**config.mk**
```make
export PLATFORM = sky130hd
export DESIGN_NAME = md_unit_iter_flat
export DESIGN_NICKNAME = d
export VERILOG_FILES = /design/src/rtl/md_pkg.sv /design/src/rtl/md_unit_iter_if.sv /design/src/rtl/md_div_iter.sv /design/src/rtl/md_unit_iter.sv /design/src/flat_wrapper.sv
export SDC_FILE = /design/constraint.sdc
export NUM_CORES = 2
export LEC_CHECK = 0
export ABC_AREA = 1
export BUFFER_PORTS_ARGS = -buffer_cell sky130_fd_sc_hd__clkbuf_2
export CAP_MARGIN = 20
export CORE_ASPECT_RATIO = 1.4
export CORE_MARGIN = 3
export CORE_UTILIZATION = 60
export DETAILED_ROUTE_END_ITERATION = 10
export GPL_TIMING_DRIVEN = 1
export PLACE_DENSITY = 0.8
export SLEW_MARGIN = 20
export SYNTH_ARGS = -nofsm -noshare
export SYNTH_HDL_FRONTEND = slang
export SYNTH_SLANG_ARGS = --single-unit
```
**constraint.sdc**
```tcl
create_clock -name clk -period 2.4 [get_ports clk]
set_clock_uncertainty 0.05 [all_clocks]
set_input_delay 0.24 -clock clk [delete_from_list [all_inputs] [get_ports clk]]
set_output_delay 0.24 -clock clk [all_outputs]
set_load 0.02 [all_outputs]
```
**src/rtl/md_pkg.sv**
```systemverilog
// Shared op/state encodings and op-class helpers for the iterative multiply/divide unit.
// Build option: MD_UNIT_MADD_EN enables the MADD/MADDU/MSUB/MSUBU accumulate ops.
package md_pkg;

    localparam logic [3:0] OP_NOP   = 4'd0;
    localparam logic [3:0] OP_MULT  = 4'd1;
    localparam logic [3:0] OP_MULTU = 4'd2;
    localparam logic [3:0] OP_DIV   = 4'd3;
    localparam logic [3:0] OP_DIVU  = 4'd4;
    localparam logic [3:0] OP_MADD  = 4'd5;
    localparam logic [3:0] OP_MADDU = 4'd6;
    localparam logic [3:0] OP_MSUB  = 4'd7;
    localparam logic [3:0] OP_MSUBU = 4'd8;
    localparam logic [3:0] OP_MTHI  = 4'd9;
    localparam logic [3:0] OP_MTLO  = 4'd10;

    localparam logic [1:0] ST_IDLE = 2'd0;
    localparam logic [1:0] ST_MUL  = 2'd1;
    localparam logic [1:0] ST_DIV  = 2'd2;
    localparam logic [1:0] ST_FIX  = 2'd3;

    // How the pending product is merged into {hi,lo} at the commit edge.
    typedef enum logic [1:0] {
        ACC_SET = 2'd0,
        ACC_ADD = 2'd1,
        ACC_SUB = 2'd2
    } acc_mode_e;

    function automatic logic is_mul_op(input logic [3:0] op);
        logic r;
        case (op)
            OP_MULT, OP_MULTU: r = 1'b1;
`ifdef MD_UNIT_MADD_EN
            OP_MADD, OP_MADDU, OP_MSUB, OP_MSUBU: r = 1'b1;
`endif
            default: r = 1'b0;
        endcase
        return r;
    endfunction

    function automatic logic is_div_op(input logic [3:0] op);
        logic r;
        case (op)
            OP_DIV, OP_DIVU: r = 1'b1;
            default:         r = 1'b0;
        endcase
        return r;
    endfunction

    function automatic logic is_long_op(input logic [3:0] op);
        return is_mul_op(op) | is_div_op(op);
    endfunction

    function automatic logic is_signed_op(input logic [3:0] op);
        logic r;
        case (op)
            OP_MULT, OP_DIV, OP_MADD, OP_MSUB: r = 1'b1;
            default:                           r = 1'b0;
        endcase
        return r;
    endfunction

endpackage

```
**src/rtl/md_unit_iter_if.sv**
```systemverilog
// Request/result bundle between the EX stage and the multiply/divide unit.
interface md_unit_iter_if #(
    parameter int WIDTH = 32
);
    logic             start;
    logic [3:0]       op;
    logic [WIDTH-1:0] src_a;
    logic [WIDTH-1:0] src_b;
    logic             flush;
    logic             busy;
    logic             done;
    logic [WIDTH-1:0] hi;
    logic [WIDTH-1:0] lo;

    modport master (
        output start, op, src_a, src_b, flush,
        input  busy, done, hi, lo
    );

    modport slave (
        input  start, op, src_a, src_b, flush,
        output busy, done, hi, lo
    );
endinterface

```
**src/rtl/md_div_iter.sv**
```systemverilog
// Radix-2 restoring divider datapath: unsigned magnitudes in, one quotient bit per step.
module md_div_iter #(
    parameter int WIDTH = 32
) (
    input  logic             clk,
    input  logic             rst_n,
    input  logic             load,
    input  logic             step,
    input  logic [WIDTH-1:0] dividend,
    input  logic [WIDTH-1:0] divisor,
    output logic [WIDTH-1:0] quotient,
    output logic [WIDTH-1:0] remainder
);

    logic [WIDTH-1:0] rem_r;
    logic [WIDTH-1:0] quo_r;
    logic [WIDTH-1:0] dvs_r;
    logic [WIDTH:0]   shift_s;
    logic [WIDTH:0]   diff_s;

    // Trial subtraction of the divisor from the left-shifted partial remainder
    always_comb begin
        shift_s = {rem_r, quo_r[WIDTH-1]};
        diff_s  = shift_s - {1'b0, dvs_r};
    end

    // Quotient bits enter from the right as dividend bits leave from the left
    always_ff @(posedge clk or negedge rst_n) begin
        if (!rst_n) begin
            rem_r <= '0;
            quo_r <= '0;
            dvs_r <= '0;
        end else if (load) begin
            rem_r <= '0;
            quo_r <= dividend;
            dvs_r <= divisor;
        end else if (step) begin
            if (!diff_s[WIDTH]) begin
                rem_r <= diff_s[WIDTH-1:0];
                quo_r <= {quo_r[WIDTH-2:0], 1'b1};
            end else begin
                rem_r <= shift_s[WIDTH-1:0];
                quo_r <= {quo_r[WIDTH-2:0], 1'b0};
            end
        end
    end

    assign quotient  = quo_r;
    assign remainder = rem_r;

endmodule

```
**src/rtl/md_unit_iter.sv**
```systemverilog
// EX-stage multiply/divide unit with HI/LO, pipelined-latency multiply and iterative divide.
// Build option: MD_UNIT_MADD_EN adds MADD/MADDU/MSUB/MSUBU accumulation into {hi,lo}.
module md_unit_iter
    import md_pkg::*;
#(
    parameter int WIDTH   = 32,
    parameter int MUL_LAT = 5
) (
    input logic          clk,
    input logic          rst_n,
    md_unit_iter_if.slave bus
);

    localparam int CNT_MAX = (WIDTH > MUL_LAT) ? WIDTH : MUL_LAT;
    localparam int CNT_W   = $clog2(CNT_MAX + 1);
    localparam logic [CNT_W-1:0] CNT_MUL = CNT_W'(MUL_LAT);
    localparam logic [CNT_W-1:0] CNT_DIV = CNT_W'(WIDTH);
    localparam logic [CNT_W-1:0] CNT_ONE = CNT_W'(1);

    logic [1:0]         state_r;
    logic [CNT_W-1:0]   cnt_r;
    logic [WIDTH-1:0]   hi_r;
    logic [WIDTH-1:0]   lo_r;
    logic               done_r;
    logic [2*WIDTH-1:0] pend_r;
    acc_mode_e          acc_r;
    logic               q_neg_r;
    logic               r_neg_r;

    logic               accept_s;
    logic               op_signed_s;
    logic               div_zero_s;
    logic               div_load_s;
    logic               div_step_s;
    logic               busy_s;
    logic [2*WIDTH-1:0] ext_a_s;
    logic [2*WIDTH-1:0] ext_b_s;
    logic [2*WIDTH-1:0] prod_s;
    logic [2*WIDTH-1:0] mul_res_s;
    logic [WIDTH-1:0]   mag_a_s;
    logic [WIDTH-1:0]   mag_b_s;
    logic [WIDTH-1:0]   quo_s;
    logic [WIDTH-1:0]   rem_s;
    logic [WIDTH-1:0]   quo_fix_s;
    logic [WIDTH-1:0]   rem_fix_s;

    // Request decode, operand conditioning and busy (busy must cover the accept cycle)
    always_comb begin
        accept_s    = (state_r == ST_IDLE) && bus.start && !bus.flush;
        op_signed_s = is_signed_op(bus.op);
        div_zero_s  = (bus.src_b == {WIDTH{1'b0}});
        div_load_s  = accept_s && is_div_op(bus.op) && !div_zero_s;
        div_step_s  = (state_r == ST_DIV) && !bus.flush;

        ext_a_s = {{WIDTH{op_signed_s & bus.src_a[WIDTH-1]}}, bus.src_a};
        ext_b_s = {{WIDTH{op_signed_s & bus.src_b[WIDTH-1]}}, bus.src_b};
        prod_s  = ext_a_s * ext_b_s;

        if (op_signed_s && bus.src_a[WIDTH-1]) begin
            mag_a_s = ~bus.src_a + WIDTH'(1);
        end else begin
            mag_a_s = bus.src_a;
        end
        if (op_signed_s && bus.src_b[WIDTH-1]) begin
            mag_b_s = ~bus.src_b + WIDTH'(1);
        end else begin
            mag_b_s = bus.src_b;
        end

        if (state_r != ST_IDLE) begin
            busy_s = 1'b1;
        end else begin
            busy_s = accept_s && is_long_op(bus.op) && !(is_div_op(bus.op) && div_zero_s);
        end
    end

    // Commit values: accumulate mode for the multiply, sign restore for the divide
    always_comb begin
        case (acc_r)
            ACC_ADD: mul_res_s = {hi_r, lo_r} + pend_r;
            ACC_SUB: mul_res_s = {hi_r, lo_r} - pend_r;
            default: mul_res_s = pend_r;
        endcase
        if (q_neg_r) begin
            quo_fix_s = ~quo_s + WIDTH'(1);
        end else begin
            quo_fix_s = quo_s;
        end
        if (r_neg_r) begin
            rem_fix_s = ~rem_s + WIDTH'(1);
        end else begin
            rem_fix_s = rem_s;
        end
    end

    md_div_iter #(
        .WIDTH(WIDTH)
    ) u_div (
        .clk      (clk),
        .rst_n    (rst_n),
        .load     (div_load_s),
        .step     (div_step_s),
        .dividend (mag_a_s),
        .divisor  (mag_b_s),
        .quotient (quo_s),
        .remainder(rem_s)
    );

    // Sequencer, HI/LO and pending-result registers; flush wins over any commit
    always_ff @(posedge clk or negedge rst_n) begin
        if (!rst_n) begin
            state_r <= ST_IDLE;
            cnt_r   <= '0;
            hi_r    <= '0;
            lo_r    <= '0;
            done_r  <= 1'b0;
            pend_r  <= '0;
            acc_r   <= ACC_SET;
            q_neg_r <= 1'b0;
            r_neg_r <= 1'b0;
        end else begin
            done_r <= 1'b0;
            case (state_r)
                ST_IDLE: begin
                    if (accept_s) begin
                        case (bus.op)
                            OP_MTHI: hi_r <= bus.src_a;
                            OP_MTLO: lo_r <= bus.src_a;
                            OP_MULT, OP_MULTU: begin
                                pend_r  <= prod_s;
                                acc_r   <= ACC_SET;
                                cnt_r   <= CNT_MUL;
                                state_r <= ST_MUL;
                            end
`ifdef MD_UNIT_MADD_EN
                            OP_MADD, OP_MADDU: begin
                                pend_r  <= prod_s;
                                acc_r   <= ACC_ADD;
                                cnt_r   <= CNT_MUL;
                                state_r <= ST_MUL;
                            end
                            OP_MSUB, OP_MSUBU: begin
                                pend_r  <= prod_s;
                                acc_r   <= ACC_SUB;
                                cnt_r   <= CNT_MUL;
                                state_r <= ST_MUL;
                            end
`endif
                            OP_DIV, OP_DIVU: begin
                                // A zero divisor drops the op without touching HI/LO
                                if (!div_zero_s) begin
                                    q_neg_r <= op_signed_s & (bus.src_a[WIDTH-1] ^ bus.src_b[WIDTH-1]);
                                    r_neg_r <= op_signed_s & bus.src_a[WIDTH-1];
                                    cnt_r   <= CNT_DIV;
                                    state_r <= ST_DIV;
                                end
                            end
                            default: ;
                        endcase
                    end
                end
                ST_MUL: begin
                    if (bus.flush) begin
                        state_r <= ST_IDLE;
                        cnt_r   <= '0;
                    end else if (cnt_r == CNT_ONE) begin
                        {hi_r, lo_r} <= mul_res_s;
                        done_r  <= 1'b1;
                        state_r <= ST_IDLE;
                        cnt_r   <= '0;
                    end else begin
                        cnt_r <= cnt_r - CNT_ONE;
                    end
                end
                ST_DIV: begin
                    if (bus.flush) begin
                        state_r <= ST_IDLE;
                        cnt_r   <= '0;
                    end else begin
                        cnt_r <= cnt_r - CNT_ONE;
                        if (cnt_r == CNT_ONE) begin
                            state_r <= ST_FIX;
                        end
                    end
                end
                ST_FIX: begin
                    if (!bus.flush) begin
                        lo_r   <= quo_fix_s;
                        hi_r   <= rem_fix_s;
                        done_r <= 1'b1;
                    end
                    state_r <= ST_IDLE;
                end
                default: state_r <= ST_IDLE;
            endcase
        end
    end

    assign bus.busy = busy_s;
    assign bus.done = done_r;
    assign bus.hi   = hi_r;
    assign bus.lo   = lo_r;

endmodule
```
**src/flat_wrapper.sv**
```systemverilog
// flat-port wrapper written by rule: the top's interface ports become plain ports
module md_unit_iter_flat import md_pkg::*;
#(
    parameter int WIDTH   = 32,
    parameter int MUL_LAT = 5
)
  (clk, rst_n, bus_start, bus_op, bus_src_a, bus_src_b, bus_flush, bus_busy, bus_done, bus_hi, bus_lo);
  md_unit_iter_if #(.WIDTH(WIDTH)) bus_i ();
  input logic clk;
  input logic rst_n;
  input wire logic [$bits(bus_i.start)-1:0] bus_start;
  input wire logic [$bits(bus_i.op)-1:0] bus_op;
  input wire logic [$bits(bus_i.src_a)-1:0] bus_src_a;
  input wire logic [$bits(bus_i.src_b)-1:0] bus_src_b;
  input wire logic [$bits(bus_i.flush)-1:0] bus_flush;
  output wire logic [$bits(bus_i.busy)-1:0] bus_busy;
  output wire logic [$bits(bus_i.done)-1:0] bus_done;
  output wire logic [$bits(bus_i.hi)-1:0] bus_hi;
  output wire logic [$bits(bus_i.lo)-1:0] bus_lo;
  assign bus_i.start = bus_start;
  assign bus_i.op = bus_op;
  assign bus_i.src_a = bus_src_a;
  assign bus_i.src_b = bus_src_b;
  assign bus_i.flush = bus_flush;
  assign bus_busy = bus_i.busy;
  assign bus_done = bus_i.done;
  assign bus_hi = bus_i.hi;
  assign bus_lo = bus_i.lo;
  md_unit_iter #(.WIDTH(WIDTH), .MUL_LAT(MUL_LAT)) u_core (.clk(clk), .rst_n(rst_n), .bus(bus_i));
endmodule
```
==> impl_results.md, run 1 <==
- CTS sink cnt: about 240
- Num rows: approximately 130
- Clock Path Buffers: 3
- Grt ovf: 17
- Total CTS buffers: 25
- Vert. Die Dim: 367 um
- Synth Net Count: slightly below 9000
- Syn Area/Cell: between 7 and 8 um2
- Yosys warnings: 0
- Post-synth ARST share: 100%
- Mapped cell area: between 50000 and 60000 um2
- Starting Density: roughly three fifths
- Root Buffer: clkbuf_16
- Stopped at: global routing (5_1_grt)
- Ys flop type: dfrtp_1
- Mapped Cells: 7342
- Largest net degree at the start of global routing: between 80 and 90
- Die X: ~260 um
- EDFF count, synth: 0
- Top-area cell type share of the netlist area: 40.4%
- DP HPWL: between 150000 and 200000 um
- Ports: about 140
- Vias in the first global route: around 66000
- Flop and latch count out of synthesis: between 200 and 250
- Sequential share of the synthesized area: 10.5%
- Outcome: stopped before the end
- Global placer's final weighted congestion: ~1.1
- Yosys cell types: 52
- First-pass GRT wire length: 411000 um
- Ranking of synthesized cells by area: fa_1, nand2_1, inv_1, dfrtp_1, ha_1
- GR Util All Layers: 58.2%
- Cell taking the most area after synthesis: fa_1
- Err: [ERROR GRT-0116] Global routing finished with congestion. Check the congestion regions in the DRC Viewer.
- # H-tree levels: 1
- Port Buf Inserts: about 140
==> logic make-up after synthesis <==
logic type	Yosys count	synth area share (%)
AND/OR/NAND/NOR	2911	21.3
buffers and inverters	2159	14.8
adder cells (fa/ha/maj)	1382	46.2
AO/OA/AOI/OAI	564	5.75
flip-flops	235	10.5
XOR/XNOR	91	1.43
==> cells in the mapped netlist (42+ instances only) <==
master / instances
ha_1: 256
dfrtp_1: 235
xor2_1: 47
fa_1: 1126
a21oi_1: 209
clkbuf_1: 187
o21ai_0: 186
nand3_1: 327
buf_1: 77
nand2_1: 1971
inv_1: 1797
buf_2: 71
nor2_1: 439
xnor2_1: 44
a31oi_1: 42
nand4_1: 59
==> through the flow <==
step	std cells	setup WS [ns]	cell area, um2	utilization (%)	TNS, ns
4_1_cts	9450	-4.10	71700	78.2	-217.36
3_5_place_dp	9280	-5.23	66100	72.1	-316.53
3_3_place_gp	9280	-5.09	66100	72.1	-306.17
2_1_floorplan	7342	-4.37	58700	-	-213.40
==> what timing repair did <==
action / in CTS
hold endpoints to repair: 55
pin swaps: 294
setup buffers: 113
resized for setup: 832
gates cloned: 14
endpoints found under the setup margin: 102
hold buffers: 2
==> per-layer routing <==
| layer | GRT usage (%) | GRT overflow |
|---|---|---|
| met4 | 57.7 | 10 |
| met2 | 82.9 | 7 |
| met3 | 31.0 | 0 |
| met5 | 12.0 | 0 |
| met1 | 58.7 | 0 |
==> run 2: changes to the inputs <==
Settings changed: CORE_ASPECT_RATIO 1.4 to not set, CORE_UTILIZATION 60 to 40, PLACE_DENSITY 0.8 to not set, PLACE_DENSITY_LB_ADDON set to 0.15.
Clock period 2.4 ns to 3.1 ns, I/O delays scaled along.
==> impl_results.md, run 2 <==
- Outcome: complete, but fails checks
- Violated checks: negative setup slack
- # H-tree levels: 1
- Top-count cell post-synth: nand2_1
- WP data arrival: ~7.0 ns
- Die X: 379 um
- Largest net degree at the start of global routing: 74
- Layout cells sized above 1: between 20 and 25%
- Final hold viol count: 0
- Commonest non-fill, non-tap cell in the layout: nand2_1
- R2R Setup Slk: approximately 0.29 ns
- Most frequent cells in the layout: nand2_1, inv_1, fa_1
- Drt wl/cell: roughly 22 um
- Worst-Skew Late Latency: 0.59 ns
- Utilization after layout: between 50% and 60%
- Worst r2r src: u_core.u_div.quotient[31]$_DFFE_PN0P_
- Total CTS buffers: 28
- Global placer's final weighted congestion: between 0.9 and 1
- Crit path time final: about 6.5 ns
- Initial antenna violation count: 9
- Num rows: ~140
- Critical Path Most Common Cell: fa_1
- Mapped Cells: roughly 7300
- DRT Pass-1 Iters: 6
- Dpl cells: just under 10000
- Net total in the final layout: between 9000 and 10000
- Clock Path Buffers: 3
- Crit Path Class: primary input to register
- Largest stage delay, worst path: roughly 0.56 ns
- Final worst setup slack: -3.45 ns
- Critical path startpoint category: primary input
- Placeable Area: between 100000 and 150000 um2
- Mapped cell area: 55700 um2
- R2R depth: 14
- Vert. Die Dim: ~380 um
- Largest register FFs: between 60 and 70
- RSZ-0062 raised after global routing: yes
- DR vias/cell: around 5
- Crit path max-delay family: adder cells
- DRC: 0
- Die area: between 100000 and 150000 um2
- Non-Filler Instances: slightly below 10000
- Ys flop type: dfrtp_1
- Max-slew violation count: 0
- Largest fanout on the critical path: 6
- Syn Area/Cell: 7.59 um2
- First-pass GRT wire length: about 320000 um
- Post-synth top cells: nand2_1, inv_1, fa_1
- CTS tree: done
- Grt ovf: 0
- Ranking of synthesized cells by area: fa_1, nand2_1, inv_1, dfrtp_1, ha_1
- Sequential share of the synthesized area: between 10% and 20%
- Top-area cell type share of the netlist area: between 40% and 50%
- CP Buf/Inv Count: 10
- Sum of negative setup slack: -174.32 ns
- Slew @ Worst Pin: 0.744 ns
- Max cap viols: 0
- 1st-iter DRT viols: around 4000
- Final WL: 214000 um
- Layout fillers: approximately 13000
- DP HPWL: approximately 180000 um
- Clock transition at path regs: ~0.07 ns
- Vias after detailed routing: around 50000
- Yosys cell types: 52
- Critical Path RT: roughly 3.5 ns
- Synth Net Count: 8796
- Final setup fails: 59
- Port Buf Inserts: about 140
- FMAX: 153 MHz
- CP Capture Type: register
- Final period utilization: 211%
- Root Buffer: clkbuf_16
- GR Util All Layers: between 20% and 30%
- R2r endpoint: u_core.u_div.remainder[30]$_DFFE_PN0P_
- Max_slew headroom: 50.1%
- Crit-path slowest cell: fa_1
- Ports: around 140
- Area Overhead vs Synth: 28.2%
- Hold_ws: 0.234 ns
- CTS sink cnt: between 200 and 250
- Post-synth ARST share: 100%
- Antenna Nets Post-Route: 0
- HP Class: primary input to async pin
- Largest Register: u_core.pend_r
- Cell taking the most area after synthesis: fa_1
- EDFF count, synth: 0
- Yosys warnings: 0
- Flop and latch count out of synthesis: between 200 and 250
- Vias in the first global route: between 50000 and 60000
- Starting Density: roughly two fifths
## run 2: cell counts after synthesis
No cell type changed its count.
## run 2: final cells by class
type / count / area, um2 / area share [%]
clock buffers: 37 / 806 / 1.13
well taps: 1863 / 2330 / 3.26
clock inverters: 12 / 198 / 0.276
inverters: 1812 / 6850 / 9.58
multi-input cells: 4949 / 45600 / 63.8
repair buffers: 984 / 9830 / 13.8
flip-flops and latches: 235 / 5880 / 8.22
diodes: 7 / 17.5 / 0.0245
## run 2: kinds of logic after synthesis
family                     synth area share [%]
AOI/OAI and AO/OA                          5.75
xor gates and xnor gates                   1.43
adders and majority gates                  46.2
buffers and inverters                      14.8
DFF                                        10.5
and+or+nand+nor                            21.3
## run 2: worst max-delay path by stage
| stage | startpoint | end | cells after the start |
|---|---|---|---|
| after floorplan | bus_op[3] | u_core.pend_r[56]$_DFFE_PN0P_ | 27 |
| final | bus_op[3] | u_core.pend_r[33]$_DFFE_PN0P_ | 30 |
| after detailed placement | bus_src_b[6] | u_core.pend_r[38]$_DFFE_PN0P_ | 25 |
| after CTS | bus_src_a[31] | u_core.pend_r[62]$_DFFE_PN0P_ | 31 |
| after global placement | bus_op[3] | u_core.pend_r[44]$_DFFE_PN0P_ | 30 |
| after global routing | bus_op[3] | u_core.pend_r[56]$_DFFE_PN0P_ | 27 |
## run 2: timing repair
item                                   CTS  global route
setup endpoints to repair               59            62
resized for setup                      411           548
endpoints found under the hold margin   70             0
setup buffers                           33           103
pin swaps                               93           288
cloned                                  12             5
hold buffers                             2             0
## run 2: per-layer routing
layer | track usage [%] | wire length, um
met5 | 0 | 0
met4 | 10.1 | 10200
met1 | 40.9 | 90400
met2 | 49.3 | 98800
met3 | 3.57 | 14200
## run 2: stage by stage
step | cell area, um2 | setup WS [ns]
CTS | 68600 | -3.37
global route | 71500 | -3.69
finish | 71500 | -3.45
global placement | 65200 | -4.37
detailed placement | 65200 | -4.36
floorplan | 58600 | -3.74
## run 2: worst reg2reg max path, cell delays in order, from the launching register on
cell	delay [ns]
dfrtp_1	0.39
clkinvlp_4	0.26
ha_1	0.28
inv_1	0.08
fa_1	0.20
nand3_1	0.09
nand3_2	0.08
buf_4	0.12
a21oi_1	0.07
o21ai_0	0.47
nand3_1	0.25
nand3_1	0.14
nand3_1	0.10
nand2_1	0.07
nand2_1	0.05
Power of run 2 is left out: the tool's default activity adds up to more than one toggle a clock period on the data nets, which glitch-free logic cannot reach.
